===== src/rtl/pc_unit.sv =====
// pc_unit: fetch-address generator with stall, exception entry/return and circular return-address stack.
//   clk, rst (async, active-high)
//   stall, exception, pc_control[2:0], jmp_addr[25:0], branch_offset[15:0], reg_addr[AW-1:0]
//   pc, seq_pc, epc, ras_top, ras_count, ras_empty
module pc_unit #(
  parameter int          ADDR_WIDTH   = 32,
  parameter logic [31:0] RESET_VECTOR = 32'h00400000,
  parameter logic [31:0] EXC_VECTOR   = 32'h80000180,
  parameter int          RAS_DEPTH    = 4,
  localparam int         PW           = $clog2(RAS_DEPTH),
  localparam int         CW           = PW + 1
) (
  input  logic                  clk,
  input  logic                  rst,
  input  logic                  stall,
  input  logic                  exception,
  input  logic [2:0]            pc_control,
  input  logic [25:0]           jmp_addr,
  input  logic [15:0]           branch_offset,
  input  logic [ADDR_WIDTH-1:0] reg_addr,
  output logic [ADDR_WIDTH-1:0] pc,
  output logic [ADDR_WIDTH-1:0] seq_pc,
  output logic [ADDR_WIDTH-1:0] epc,
  output logic [ADDR_WIDTH-1:0] ras_top,
  output logic [CW-1:0]         ras_count,
  output logic                  ras_empty
);
  localparam logic [ADDR_WIDTH-1:0] RV = ADDR_WIDTH'(RESET_VECTOR);
  localparam logic [ADDR_WIDTH-1:0] EV = ADDR_WIDTH'(EXC_VECTOR);
  logic [ADDR_WIDTH-1:0] ras [RAS_DEPTH];
  logic [PW-1:0]         ptr;
  logic [ADDR_WIDTH-1:0] j_target, br_target, next_pc;
  logic                  push, pop, full;
  assign seq_pc    = pc + ADDR_WIDTH'(4);
  assign ras_empty = ras_count == '0;
  assign full      = ras_count == CW'(RAS_DEPTH);
  assign ras_top   = ras_empty ? '0 : ras[ptr];
  assign j_target  = {seq_pc[ADDR_WIDTH-1:28], jmp_addr, 2'b00};
  assign br_target = seq_pc + {{(ADDR_WIDTH-18){branch_offset[15]}}, branch_offset, 2'b00};
  assign push      = pc_control == 3'b100 || pc_control == 3'b101;
  // RET on an empty stack falls back to reg_addr and must not move the pointer
  assign pop       = pc_control == 3'b110 && !ras_empty;
  always_comb begin
    next_pc = seq_pc;
    case (pc_control)
      3'b001, 3'b100: next_pc = j_target;
      3'b010, 3'b101: next_pc = reg_addr;
      3'b011:         next_pc = br_target;
      3'b110:         next_pc = ras_empty ? reg_addr : ras_top;
      3'b111:         next_pc = epc;
      default:        next_pc = seq_pc;
    endcase
  end
  always_ff @(posedge clk or posedge rst) begin
    if (rst) begin
      pc        <= RV;
      epc       <= '0;
      ptr       <= '0;
      ras_count <= '0;
      for (int i = 0; i < RAS_DEPTH; i++) ras[i] <= '0;
    end else if (exception) begin
      epc <= pc;
      pc  <= EV;
    end else if (!stall) begin
      pc <= next_pc;
      if (push) begin
        // when full the write lands on the oldest slot, giving overwrite-oldest for free
        ras[ptr + PW'(1)] <= seq_pc;
        ptr               <= ptr + PW'(1);
        ras_count         <= full ? ras_count : ras_count + CW'(1);
      end else if (pop) begin
        ptr       <= ptr - PW'(1);
        ras_count <= ras_count - CW'(1);
      end
    end
  end
endmodule

===== config.mk =====
export PLATFORM = sky130hd
export DESIGN_NAME = pc_unit
export DESIGN_NICKNAME = d
export VERILOG_FILES = /design/src/rtl/pc_unit.sv
export SDC_FILE = /design/constraint.sdc
export NUM_CORES = 1
export LEC_CHECK = 0
export CELL_PAD_IN_SITES_DETAIL_PLACEMENT = 1
export CELL_PAD_IN_SITES_GLOBAL_PLACEMENT = 1
export CORE_ASPECT_RATIO = 0.6
export CORE_UTILIZATION = 37
export DETAILED_ROUTE_END_ITERATION = 10
export PLACE_DENSITY = 0.77
export SYNTH_ARGS = -nofsm -noshare
export SYNTH_HDL_FRONTEND = slang
export SYNTH_SLANG_ARGS = --single-unit

===== constraint.sdc =====
create_clock -name clk -period 6.9 [get_ports clk]
set_input_delay 1.38 -clock clk [delete_from_list [all_inputs] [get_ports clk]]
set_output_delay 1.38 -clock clk [all_outputs]
set_load 0.01 [all_outputs]

* Word level (Yosys, flattened, before mapping)
Index checks and enable logic that the tools add are counted.
** Operators by class
- Add/sub/neg operators :: 6
- $mul :: 0
- Divide/modulo/power cells :: 0
- Order comparisons :: 3
- Equal/unequal tests :: 10
- Shifts and indexed selects :: 0
- Multiplexer cells :: 16
- Bitwise operators :: 4
- Reductions and logical operators :: 11
** Operators with widths (number)
- 32-bit two-way mux :: 7
- 32-bit one-hot mux with 5 select lines :: 1
- 128-bit bitwise mux :: 1
- 32-bit binary-select mux with 2-bit select :: 1
- 32-bit demux with 2-bit select :: 1
- 32-bit by 3-bit adder with 32-bit output, second input constant :: 1
- 32-bit adder :: 1
- 3-bit == test, second input constant :: 5
- 3-bit two-way mux :: 3
- 3-bit by 2-bit == test with 1-bit output, second input constant :: 2
- 3-bit >= comparator, second input constant :: 2
- 2-bit inverter with 3-bit output :: 2
- 3-bit AND reduction :: 2
- 2-bit two-way mux :: 2
- 4-bit AND reduction :: 1
- 2-bit OR reduction :: 2
- 3-bit by 1-bit adder with 3-bit output, second input constant :: 1
- 3-bit by 1-bit == test with 1-bit output, second input constant :: 1
- 3-bit zero test :: 1
- 3-bit by 1-bit < comparator with 1-bit output, second input constant :: 1
- 3-bit by 1-bit subtractor with 3-bit output, second input constant :: 1
- 2-bit by 1-bit adder with 2-bit output, second input constant :: 1
- 1-bit logical AND :: 2
- 2-bit by 1-bit inequality test with 1-bit output, second input constant :: 1
- 6 further kinds :: 7
** Word-level totals
- Flip-flop bits (word level) :: 197
- Bits in latches :: 0
- RAM bits :: 0
- Bits in read-only memories :: 0
- Input bits :: 81
- Memories :: 0

* Depth between registers and ports, before layout
Gate-level depths: netlist of run 1.
- Depth in word-level cells :: 9
- Depth in mapped cells :: 17
- Gate-level depth less buffers :: 16

* Worst setup path before layout of run 1
OpenSTA, ideal clock, no wires.
- Path type :: flip-flop to flip-flop
- Start point :: register pc[3]
- End point :: register pc[25]
- Arrival :: 4021 ps
- Data required time :: 6822 ps
- Slack :: 2801 ps
- Stages on the path, launching flop included :: 17
- Cells stage by stage :: dfrtp_1 -> ha_1 -> and4_1 -> and4_2 -> and2_1 -> nand4_1 -> xor2_1 -> inv_1 -> ha_1 -> clkbuf_1 -> nand4_1 -> a2111oi_0 -> o31ai_1 -> a22o_1 -> mux2i_1 -> or4_1 -> a21oi_1
** Between the ends
- Cells in the longest elaborated chain, start to end :: 5
** RTL lines
- start: declaration :: RTL line 21 : output logic [ADDR_WIDTH-1:0] pc,
- start signal: assignment :: RTL line 65 : pc <= next_pc;
- 32-bit by 3-bit adder with 32-bit output :: RTL line 34 : assign seq_pc = pc + ADDR_WIDTH'(4);
- net seq_pc[14] :: RTL line 22 : output logic [ADDR_WIDTH-1:0] seq_pc,
- 32-bit adder :: RTL line 39 : assign br_target = seq_pc + {{(ADDR_WIDTH-18){branch_offset[15]}}, branch_offset, 2'b00};
- 32-bit one-hot mux with 5 select lines :: RTL line 45 : case (pc_control)
- 32-bit two-way mux :: RTL line 64 : end else if (!stall) begin
- 32-bit two-way mux :: RTL line 61 : end else if (exception) begin
The timed path passes the listed nets, and every way through them passes these cells. The select of a mux whose other input is x is not followed.
A chain may end at the register's enable or synchronous reset.

* Final worst setup path of run 1
- Start point :: register pc[2]
- End point :: output port seq_pc[28]
** Between the ends
- Cells in the longest elaborated chain, start to end :: 1
** RTL lines (RTL line)
- 32-bit by 3-bit adder with 32-bit output :: 34
- end: declaration :: 22
Every way passes these cells.

==> summary.md, run 1 <==
| Metric | Value |
|---|---|
| Kind of end point of the critical path | primary output |
| Min Tclk post-route | 5300 ps |
| Combinational fraction of design power | 45.4% |
| Clk buf depth | 2 |
| Final hold violations | 0 |
| Fmax | 189 MHz |
| Crit Path Class | flip-flop to primary output |
| Crit. Startpoint | pc[2] |
| Worst-case reg-to-reg path depth | 15 |
| Post-Synthesis Cells | 1408 |
| Post-CTS Resized | 0 |
| Clock transition at path regs | 80 ps |
| EDFF count, synth | 0 |
| Type of the worst min-delay path | flip-flop to flip-flop |
| Number of remaining DRC errors | 0 |
| VDD IR-drop max | 184 uV |
| Post-CTS setup buffer count | 0 |
| Area added between synthesis and finish | 23.6% |
| Reg2reg start | pc[2] |
| Seq/Total Area, Yosys | 39.0% |
| Buffers on Ports | 212 |
| Die width | 241 um |
| CTS tree | built |
| Max-cap viol count | 0 |
| Initial DRC Count | 1485 |
| Vias/cell | 5.98 |
| Detailed Place HPWL | 38.5 mm |
| CP Data Arrival Time | 3920 ps |
| Gpl congestion | 0.917 |
| Slew @ Worst Pin | 1170 ps |
| Syn_nets | 1531 |
| Sw Share | 40.1% |
| Status | completed |
| Ys flop type | dfrtp_1 |
| Synth Cell Area | 0.0126 mm2 |
| CP startpoint kind | flip-flop |
| Syn Area/Cell | 8.98 um2 |
| LEAKAGE | 0.00667 uW |
| Final setup violation count | 0 |
| Starting Density | 37.6% |
| H-Tree Depth | 4 |
| PnR worst setup slack | 1600 ps |
| Drt pass-1 iters | 8 |
| CTS Hold Buffers Added | 0 |
| Via count | 12100 |
| Row Count | 52 |
| Ys async rst share | 100% |
| Routed len/inst | 25.8 um |
| Tcrit/Tclk final | 76.8% |
| Clock Latency Late Sink | 450 ps |
| Core area | 0.0336 mm2 |
| NumNets Final | 1677 |
| Seq pwr share | 34.6% |
| Clk sink count | 197 |
| Io pins | 213 |
| Antenna-violating nets left | 0 |
| Psw | 2100 uW |
| FF-to-FF End | pc[31] |
| Die Ht | 145 um |
| Total Wirelength | 52.3 mm |
| Yosys reg bits | 197 |
| Share of layout cells above drive strength 1 | 10.7% |
| Initial antenna violation count | 4 |
| RSZ-0062 raised after global routing | false |
| Vias in the first global route | 11900 |
| Clk root buf | clkbuf_16 |
| Unique masters post-synth | 81 |
| Setup WS pre-CTS | 2060 ps |
| Total CTS buffers | 17 |
| Largest net degree at the start of global routing | 103 |
| Setup TNS | 0 ps |
| First-pass GRT wire length | 77.8 mm |
| YS warnings | 0 |
| Clock share of power | 20.0% |
| Critical path destination | seq_pc[28] |
| Pwr/cell area | 336 mW/mm2 |
| CP Max Fanout | 12 |
| Relative slew slack | 22.0% |
| Grt ovf | 0 |
| Reg2reg setup slack | 1900 ps |
| Die area | 0.0349 mm2 |
| Critical Path RT | 5520 ps |
| Total GRT Usage | 29.9% |
| Int Power | 3140 uW |
| Max Slew Vio Count | 0 |
| Clock Skew | 11.6 ps |
==> power by group through the flow <==
stage                     logic (uW)  clock network, uW  registers (uW)
after floorplan                 1340                  0            1710
after global routing            2540               1100            1850
after detailed placement        2330                  0            1820
final                           2380               1050            1810
after global placement          2260                  0            1800
after CTS                       2350               1060            1800
==> cells in the final DEF, fill, tap and decap left out, types with 7 or more instances in the layout <==
cell,count
o221ai_1,21
dfrtp_1,195
a211oi_1,16
inv_1,80
o21ai_0,65
clkbuf_16,17
mux4_2,32
nand2_1,102
a21oi_1,240
ha_1,40
a221oi_1,10
xor2_1,18
and2_1,37
clkdlybuf4s50_1,208
mux2_2,45
buf_4,17
o31ai_1,7
nand2b_1,11
mux2i_1,21
a31oi_1,16
nor2_1,157
xnor2_1,32
nand3_1,14
nor3_1,12
nand4_1,10
==> logic make-up (layout without fill, tap and decap cells) <==
kind of cell	Yosys count	in the layout	synth area share [%]
AO/OA/AOI/OAI	439	439	20.8
XOR/XNOR	51	51	3.64
adder cells (fa/ha/maj)	44	44	4.44
buffers and inverters	184	343	6.01
flip-flops	197	197	39.0
multiplexers	98	98	11.4
other	0	2	0
AND/OR/NAND/NOR	395	395	14.8
==> worst min-delay path by stage <==
stage | startpoint | endpoint | slack [ps] | cells past startpoint
after floorplan | ras[100] | ras[100] | 450 | 2
after global placement | ras[107] | ras[107] | 460 | 2
after detailed placement | ras[117] | ras[117] | 470 | 2
after CTS | ras[117] | ras[117] | 490 | 2
after global routing | ras[115] | ras[115] | 520 | 2
final | ras[127] | ras[127] | 490 | 2
==> area by class of cell <==
class                   instances  area (um2)
multi-input cells            1027        6970
clock buffers                  19         453
diodes                          2        5.00
inverters                      82         315
clock inverters                13         143
flip-flops and latches        197        4930
fillers                      3870       18000
repair buffers                229        2230
well taps                     459         574
==> cells in the mapped netlist, types with 6 or more instances <==
master / n / area, um2
a221oi_1: 10 / 87.6
nand2b_1: 11 / 68.8
and3_1: 8 / 50.1
nand2_1: 102 / 383
nand3_1: 15 / 75.1
a211oi_1: 16 / 120
mux4_2: 32 / 721
o221ai_1: 21 / 184
inv_1: 81 / 304
mux2_2: 45 / 507
a21o_1: 6 / 45.0
and2_1: 37 / 231
dfrtp_1: 196 / 4900
mux2i_1: 21 / 210
buf_1: 12 / 45.0
nor3b_1: 6 / 45.0
clkbuf_1: 78 / 293
xnor2_1: 32 / 280
o21ai_0: 65 / 325
xor2_1: 18 / 158
nor3_1: 13 / 65.1
nor2_1: 158 / 593
and4_1: 6 / 52.6
a31oi_1: 16 / 100
a21oi_1: 240 / 1200
ha_1: 40 / 500
o31ai_1: 7 / 52.6
nand4_1: 10 / 62.6
==> per-layer routing <==
metal	routed length [um]	GRT usage, %
met1	23800	44.6
met2	21700	41.8
met3	6010	9.67
met4	727	5.64
met5	0	0
==> critical path, cell delays in order (launching register included) <==
cell and delay [ps]:
dfrtp_1 570, ha_1 270, and4_1 260, nand4_1 270, or2_1 410, or4_1 640
xor2_1 420, inv_1 130, clkdlybuf4s50_1 500
==> metrics by stage <==
stage / hold slack [ps] / power (uW) / cells / util [%] / instance area (um2)
floorplan: 445 / 3060 / 1408 / - / 12600
global placement: 458 / 4060 / 1994 / 44.7 / 15000
detailed placement: 469 / 4160 / 1994 / 44.7 / 15000
CTS: 487 / 5210 / 2026 / 46.4 / 15600
global route: 516 / 5490 / 2027 / 46.4 / 15600
finish: 486 / 5250 / 2028 / 46.4 / 15600
==> sequential cells by signal (all words and copies together), names as in the netlist <==
| name | cells |
|---|---|
| ras | 128 |
| epc | 32 |
| pc | 32 |
| ras_count | 3 |
| ptr | 2 |
(Power assumes the default switching activity.)
==> run 2: changes to the inputs <==
--- a/config.mk
+++ b/config.mk
@@ -8,9 +8,9 @@
 export CELL_PAD_IN_SITES_DETAIL_PLACEMENT = 1
 export CELL_PAD_IN_SITES_GLOBAL_PLACEMENT = 1
 export CORE_ASPECT_RATIO = 0.6
-export CORE_UTILIZATION = 37
+export CORE_UTILIZATION = 41
 export DETAILED_ROUTE_END_ITERATION = 10
-export PLACE_DENSITY = 0.77
+export PLACE_DENSITY = 0.81
 export SYNTH_ARGS = -nofsm -noshare
 export SYNTH_HDL_FRONTEND = slang
 export SYNTH_SLANG_ARGS = --single-unit
==> constraint.sdc (replaced) <==
create_clock -name clk -period 5.5 [get_ports clk]
set_input_delay 1.1 -clock clk [delete_from_list [all_inputs] [get_ports clk]]
set_output_delay 1.1 -clock clk [all_outputs]
set_load 0.01 [all_outputs]
==> summary.md, run 2 (synthesis results as in run 1) <==
| Metric | Value |
|---|---|
| Status | completed |
| Clock transition at path regs | 80 ps |
| Kind of end point of the critical path | primary output |
| Largest Register | ras |
| NumNets Final | 1689 |
| Commonest non-fill, non-tap cells in the layout | a21oi_1 (240), clkdlybuf4s50_1 (208), dfrtp_1 (195), nor2_1 (158), nand2_1 (102) |
| Reg2reg setup slack | 630 ps |
| Die Ht | 138 um |
| Die width | 229 um |
| CP startpoint kind | flip-flop |
| Max Slew Vio Count | 0 |
| Gpl congestion | 0.943 |
| Core area | 0.0301 mm2 |
| Reg2reg start | pc[2] |
| Number of remaining DRC errors | 0 |
| Min Tclk post-route | 5080 ps |
| Type of the worst min-delay path | flip-flop to flip-flop |
| CTS Hold Buffers Added | 0 |
| Top Registers | ras: 128 flops, epc: 32 flops, pc: 32 flops |
| Initial DRC Count | 1384 |
| Area added between synthesis and finish | 24.2% |
| FF-to-FF End | pc[27] |
| Die area | 0.0316 mm2 |
| Crit Path Class | flip-flop to primary output |
| Row Count | 49 |
| Critical Path RT | 4400 ps |
| Total CTS buffers | 17 |
| Share of layout cells above drive strength 1 | 11.2% |
| Setup WS pre-CTS | 703 ps |
| RSZ-0062 raised after global routing | false |
| Total Wirelength | 53.0 mm |
| Detailed Place HPWL | 39.8 mm |
| CTS tree | built |
| Io pins | 213 |
| Tcrit/Tclk final | 92.3% |
| Starting Density | 42.0% |
| Worst-case reg-to-reg path depth | 15 |
| Largest net degree at the start of global routing | 107 |
| Relative slew slack | 35.8% |
| CP Data Arrival Time | 3980 ps |
| Hold_sp | ras[109] |
| Via count | 12400 |
| PnR worst setup slack | 423 ps |
| Buffers on Ports | 212 |
| Fmax | 197 MHz |
| Grt ovf | 0 |
| VDD IR-drop max | 177 uV |
| Vias in the first global route | 12200 |
| H-Tree Depth | 4 |
| CP Max Fanout | 12 |
| Clk sink count | 197 |
| Drt pass-1 iters | 5 |
| Initial antenna violation count | 2 |
| Max reg flops | 128 |
| Worst Hold Endpoint | ras[109] |
| Total GRT Usage | 33.8% |
| LEAKAGE | 0.00674 uW |
| Pwr/cell area | 423 mW/mm2 |
| Clock Skew | 16.8 ps |
| Setup TNS | 0 ps |
| Antenna-violating nets left | 0 |
| Routed len/inst | 26.6 um |
| Clk buf depth | 2 |
| Vias/cell | 6.25 |
| Hold path depth | 2 |
| Clock Latency Late Sink | 470 ps |
| Post-CTS setup buffer count | 0 |
| First-pass GRT wire length | 78.7 mm |
| Slew @ Worst Pin | 963 ps |
| Max-cap viol count | 0 |
| Commonest non-fill, non-tap cell in the layout | a21oi_1 |
| Util after Layout | 52.2% |
| Final hold violations | 0 |
| Clk root buf | clkbuf_16 |
| Final setup violation count | 0 |
| Post-CTS Resized | 0 |
[run 2: layer usage]
layer  GRT usage, %  up-vias  wire length (um)
met1           47.9     6393             23600
li1               -     5352                 -
met4           7.94        0               781
met3           13.4       58              6650
met5              0        -                 0
met2           47.8      626             22000
[run 2: how the worst max path moves through the flow]
stage	end	start	slack (ps)
global route	pc[27]	pc[2]	220
floorplan	pc[25]	pc[3]	1400
global placement	pc[27]	pc[2]	810
CTS	seq_pc[30]	pc[2]	490
finish	seq_pc[30]	pc[2]	420
detailed placement	pc[27]	pc[2]	700
[run 2: area by class of cell]
type / instances / area (um2)
multi-input combinational: 1027 / 6970
antenna: 2 / 5.00
sequential: 197 / 4930
clock buffer: 19 / 453
clock inverter: 13 / 139
inverter: 82 / 312
fill: 3444 / 14400
tap: 408 / 510
timing repair buffer: 241 / 2380
[run 2: report_power, final]
group / internal (uW) / switching [uW] / total [uW]
clock network: 664 / 645 / 1310
logic: 1400 / 1630 / 3030
registers: 1910 / 401 / 2310
[run 2: metrics by stage]
stage | area (um2) | cells | power [uW] | hold WS, ps
4_1_cts | 15700 | 1987 | 6580 | 494
3_5_place_dp | 15100 | 1955 | 5260 | 475
5_1_grt | 15700 | 1987 | 6950 | 520
2_1_floorplan | 12600 | 1408 | 3840 | 445
3_3_place_gp | 15100 | 1955 | 5140 | 458
6_report | 15700 | 1989 | 6640 | 491
[run 2: worst max-delay path, cell delays in order, from the launching register on]
cell             delay (ps)
dfrtp_1                 590
ha_1                    280
and4_1                  260
nand4_1                 250
or2_1                   400
nor2_1                  290
nand2_1                 180
xnor2_1                 560
inv_1                   160
clkdlybuf4s50_1         530
